File: src/rtl/vga_pkg.sv
// Shared constants and FSM state type for the sprite movement controller.
// Screen is 640x480 and coordinates are 10 bits wide.
package vga_pkg;
  localparam int HD      = 640;
  localparam int VD      = 480;
  localparam int COORD_W = 10;

  typedef enum logic [1:0] {
    ST_IDLE   = 2'd0,
    ST_CALC   = 2'd1,
    ST_COMMIT = 2'd2
  } state_t;
endpackage

File: src/rtl/btn_sync.sv
// Two-flop synchronizer for one raw push-button level.
// The async active-low reset clears both stages.
module btn_sync (
  input  logic clk,
  input  logic reset,
  input  logic d,
  output logic q
);
  logic meta;

  always_ff @(posedge clk or negedge reset) begin
    if (!reset) begin
      meta <= 1'b0;
      q    <= 1'b0;
    end else begin
      meta <= d;
      q    <= meta;
    end
  end
endmodule

File: src/rtl/sprite_move_ctrl.sv
// Per-frame sprite movement: sticky button flags, IDLE/CALC/COMMIT FSM.
// Define SPRITE_WRAP_EN to wrap at screen limits instead of clamping.
module sprite_move_ctrl
  import vga_pkg::*;
#(
  parameter int INIT_X   = 100,
  parameter int INIT_Y   = 150,
  parameter int SPRITE_W = 16,
  parameter int SPRITE_H = 16
) (
  input  logic               clk,
  input  logic               reset,
  input  logic               frame_start,
  input  logic               btn_up,
  input  logic               btn_down,
  input  logic               btn_left,
  input  logic               btn_right,
  input  logic [1:0]         speed,
  input  logic               freeze,
  output logic [COORD_W-1:0] pos_x,
  output logic [COORD_W-1:0] pos_y,
  output logic               upd,
  output logic               busy,
  output logic [7:0]         frame_cnt
);
  localparam logic signed [COORD_W:0] X_MAX =
    (COORD_W+1)'(HD - SPRITE_W);
  localparam logic signed [COORD_W:0] Y_MAX =
    (COORD_W+1)'(VD - SPRITE_H);

  state_t st;
  logic s_up, s_dn, s_lt, s_rt;
  logic f_up, f_dn, f_lt, f_rt;
  logic [3:0] step;
  logic signed [COORD_W:0] stp, dx, dy, sx, sy;
  logic [COORD_W-1:0] nx, ny;

  btn_sync u_up (.clk(clk), .reset(reset), .d(btn_up),    .q(s_up));
  btn_sync u_dn (.clk(clk), .reset(reset), .d(btn_down),  .q(s_dn));
  btn_sync u_lt (.clk(clk), .reset(reset), .d(btn_left),  .q(s_lt));
  btn_sync u_rt (.clk(clk), .reset(reset), .d(btn_right), .q(s_rt));

  function automatic logic [COORD_W-1:0] lim(
    input logic signed [COORD_W:0] v,
    input logic signed [COORD_W:0] mx
  );
`ifdef SPRITE_WRAP_EN
    if (v < 0)       return mx[COORD_W-1:0];
    else if (v > mx) return '0;
    else             return v[COORD_W-1:0];
`else
    if (v < 0)       return '0;
    else if (v > mx) return mx[COORD_W-1:0];
    else             return v[COORD_W-1:0];
`endif
  endfunction

  assign step = 4'd1 << speed;
  assign stp  = $signed({{(COORD_W-3){1'b0}}, step});

  // Opposing directions cancel; freeze cancels everything.
  always_comb begin
    dx = '0;
    dy = '0;
    if (!freeze) begin
      if (f_rt && !f_lt)      dx = stp;
      else if (f_lt && !f_rt) dx = -stp;
      if (f_dn && !f_up)      dy = stp;
      else if (f_up && !f_dn) dy = -stp;
    end
  end

  assign sx   = $signed({1'b0, pos_x}) + dx;
  assign sy   = $signed({1'b0, pos_y}) + dy;
  assign busy = (st != ST_IDLE);

  // Presses landing in the commit cycle are dropped with that commit.
  always_ff @(posedge clk or negedge reset) begin
    if (!reset) begin
      {f_up, f_dn, f_lt, f_rt} <= 4'b0;
    end else if (st == ST_COMMIT) begin
      {f_up, f_dn, f_lt, f_rt} <= 4'b0;
    end else begin
      f_up <= f_up | s_up;
      f_dn <= f_dn | s_dn;
      f_lt <= f_lt | s_lt;
      f_rt <= f_rt | s_rt;
    end
  end

  always_ff @(posedge clk or negedge reset) begin
    if (!reset) begin
      st        <= ST_IDLE;
      pos_x     <= COORD_W'(INIT_X);
      pos_y     <= COORD_W'(INIT_Y);
      nx        <= COORD_W'(INIT_X);
      ny        <= COORD_W'(INIT_Y);
      upd       <= 1'b0;
      frame_cnt <= 8'd0;
    end else begin
      upd <= 1'b0;
      unique case (st)
        ST_IDLE: begin
          if (frame_start) st <= ST_CALC;
        end
        ST_CALC: begin
          nx <= lim(sx, X_MAX);
          ny <= lim(sy, Y_MAX);
          st <= ST_COMMIT;
        end
        ST_COMMIT: begin
          pos_x     <= nx;
          pos_y     <= ny;
          upd       <= 1'b1;
          frame_cnt <= frame_cnt + 8'd1;
          st        <= ST_IDLE;
        end
        default: st <= ST_IDLE;
      endcase
    end
  end
endmodule

File: config.mk
export PLATFORM = sky130hd
export DESIGN_NAME = sprite_move_ctrl
export DESIGN_NICKNAME = d
export VERILOG_FILES = /design/src/rtl/vga_pkg.sv /design/src/rtl/btn_sync.sv /design/src/rtl/sprite_move_ctrl.sv
export SDC_FILE = /design/constraint.sdc
export NUM_CORES = 1
export LEC_CHECK = 0
export CAP_MARGIN = 20
export CORE_ASPECT_RATIO = 2
export CORE_UTILIZATION = 45
export CTS_CLUSTER_SIZE = 40
export DETAILED_ROUTE_END_ITERATION = 6
export PLACE_DENSITY = 0.73
export REMOVE_ABC_BUFFERS = 1
export SETUP_SLACK_MARGIN = 0.1
export SLEW_MARGIN = 0
export SYNTH_ARGS = -nofsm -noshare
export SYNTH_HDL_FRONTEND = slang
export SYNTH_SLANG_ARGS = --single-unit
File: constraint.sdc
create_clock -name clk -period 5.3 [get_ports clk]
set_input_delay 1.325 -clock clk [delete_from_list [all_inputs] [get_ports clk]]
set_output_delay 1.325 -clock clk [all_outputs]
set_load 0.02 [all_outputs]
==> results.yml, run 1 <==
run_status:
  status: "finished clean"
logic_synthesis:
  yosysMostFrequentCell: "nand2_1"
  syn_avg_cell_area_sq_um: 9.03
  yosysTopAreaCell: "dfrtp_1"
  ys_async_sr_fraction: 1.00
  synthTopCellsByArea: "dfrtp_1 32%, dfstp_2 9.7%, nand2_1 9.1%"
  yosysSeqAreaShare: 0.419
  yosys_register_bits: 63
  netlist_area_sq_mm: 0.00380
  ys_types: 66
  synthFlopType: "dfrtp_1"
  synth_common_cells: "92 x nand2_1, 49 x dfrtp_1, 29 x nor2_1"
  synth.top_cell.area_share: 0.322
  synth_edf_count: 0
  yosys_warnings: 0
  synthCells: 421
route:
  num_vias: 3266
  dr.pass1.iters: 5
  routed_wl_um: 9650
  wl_per_cell_um: 17.1
  drc_errors: 0
  detail-route-antenna-nets: 0
  drtIter0Drc: 207
  drt-vias-per-instance: 5.79
timing:
  hold_violations: 0
  maxSlewHeadroom: 0.332
  rsz0062_at_grt: "false"
  layout_min_cycle_time_ns: 4.76
  setup_tns_ns: 0
  worst_slack_ns: 0.540
  worst_slew_pin_slew_ns: 1.00
  setup_viol: 0
  hold_slack_ns: 0.346
  period_share: 0.898
  clock_skew_ns: 0.0100
  fmax_mhz: 210
  finalMaxSlewViolations: 0
pwr:
  p_per_area_mw_per_mm2: 548
  cellLeakagePower_nw: 2.14
  vdd_drop_max_mv: 0.306
floorplan:
  die_area_sq_mm: 0.00885
  dieWidth_um: 67.0
  core-area_sq_mm: 0.00823
  fp-row-count: 47
  ios: 40
  die_h_um: 132
  start_util: 0.462
min_path:
  hp-class: "reg2reg"
  hp-start: "u_dn.meta"
  hold_path_end: "u_dn.q"
  whs_path_depth: 0
worst_setup_path:
  cp-start-kind: "primary input"
  r2r_setup_slack_ns: 2.00
  timing.rr.end: "ny[0]"
  timing.rr.start: "f_dn"
  cp_cell_sequence: "clkdlybuf4s50_1 -> or2_2 -> ha_1 -> nand3b_1 -> a21o_1 -> inv_1 -> ha_1 -> a21o_1 -> and4_1 -> o41ai_1 -> o211ai_1 -> o311ai_2 -> o21ai_1"
  cpPeakStageDelay_ns: 0.54
  cp-end-kind: "flip-flop"
  arrival_ns: 4.96
  r2r_cells: 11
  path_max_fanout: 9
  cpMaxStageDelayCell: "o41ai_1"
  critical_path_required_ns: 5.50
  critPathKind: "in2reg"
clocking:
  cts_resized: 0
  htree_levels: 3
  clk_path_buf_depth: 2
  cts_tree: "yes"
  cts_hold_buf: 0
  postCtsSetupRepairBufs: 0
  cts_buffers: 9
  clock_sinks: 63
  cts.clk_slew.worst_paths_ns: 0.06
  root_buffer: "clkbuf_16"
  clock_latency_ns: 0.34
global_routing:
  grt_max_degree: 64
  grt_overflow: 0
  antenna_found_initial: 0
  grt_pass1_wl_um: 16000
  track_usage: 0.242
  grt_pass1_vias: 3318
place:
  portBuffers: 39
  gp_congestion: 0.900
  dp_hpwl_um: 7100
  dpl_worst_slack_ns: 0.259
run:
  cap_violations: 0
layout:
  drive_gt1_frac: 0.107
  fin_util: 0.558
  antenna_cells: 0
  nets: 495
  area_growth_pct: 20.8
-- layout make-up --
class                   instances  area, sq um
clock buffers                  11          253
clock inverters                 5         63.8
fillers                       740         3640
flip-flops and latches         63         1590
inverters                      16         60.1
well taps                      98          123
repair buffers                 45          430
multi-input cells             326         2070
-- registers in the layout (all words and copies together), names as in the netlist, 2 cells and up --
signal / count
pos_x: 10
ny: 10
pos_y: 10
st: 2
nx: 10
frame_cnt: 8
-- placed cells by master, fill, tap and decap left out, types with 6 or more instances in the layout --
cell / instances
a32oi_1: 6
o21ai_0: 12
buf_4: 6
a21oi_1: 17
clkdlybuf4s50_1: 38
nor2b_1: 8
clkbuf_16: 9
o21ai_1: 9
dfrtp_1: 49
nand2b_1: 9
ha_1: 22
nand3_1: 12
inv_1: 15
dfstp_2: 14
a21o_1: 7
nand2_1: 92
xnor2_1: 11
nor2_1: 29
-- report_power, final --
group          internal [W]  switching [W]
combinational      0.000466       0.000621
sequential         0.000672       0.000135
clock              0.000394       0.000230
-- how the worst max path moves through the flow --
stage | startpoint | end | slack [ns]
floorplan | speed[0] | nx[5] | 1.10
global placement | speed[1] | ny[0] | 0.35
detailed placement | speed[1] | ny[0] | 0.26
CTS | speed[1] | ny[1] | 0.61
global route | speed[0] | ny[3] | 0.26
finish | speed[1] | ny[0] | 0.54
-- kinds of logic after synthesis --
| group | after synthesis | share of synthesized area |
|---|---|---|
| buf+inv | 32 | 0.0365 |
| flops | 63 | 0.419 |
| xor+xnor | 15 | 0.0345 |
| compound gates | 95 | 0.182 |
| mux | 4 | 0.0122 |
| simple gates | 188 | 0.233 |
| fa+ha+maj | 24 | 0.0829 |
-- critical path, delay by kind of cell --
family	cells	cell delay, ns
AO/OA/AOI/OAI	6	1.82
adder cells (fa/ha/maj)	2	0.51
AND/OR/NAND/NOR	3	0.71
buffers and inverters	2	0.59
-- stage by stage --
stage,instance area (sq um),std cells,total power (W)
CTS,4590,564,0.00253
global placement,4280,548,0.00187
floorplan,3720,405,0.00148
finish,4590,564,0.00252
detailed placement,4280,548,0.00189
global route,4590,564,0.00266
-- routing by layer --
metal | vias up | routed length, um | track usage
met2 | 77 | 5310 | 0.418
met4 | 0 | 388 | 0.137
met1 | 1589 | 3680 | 0.265
met5 | - | 0 | 0
li1 | 1571 | - | -
met3 | 29 | 278 | 0.0424
(Power assumes the default switching activity.)
==> run 2: changes to the inputs <==
--- a/config.mk
+++ b/config.mk
@@ -8,7 +8,6 @@
 export CAP_MARGIN = 20
 export CORE_ASPECT_RATIO = 2
 export CORE_UTILIZATION = 45
-export CTS_CLUSTER_SIZE = 40
 export DETAILED_ROUTE_END_ITERATION = 6
 export PLACE_DENSITY = 0.73
 export REMOVE_ABC_BUFFERS = 1
==> results of run 2 <==
No change in the layout: final DEF, timing and power equal those of run 1.
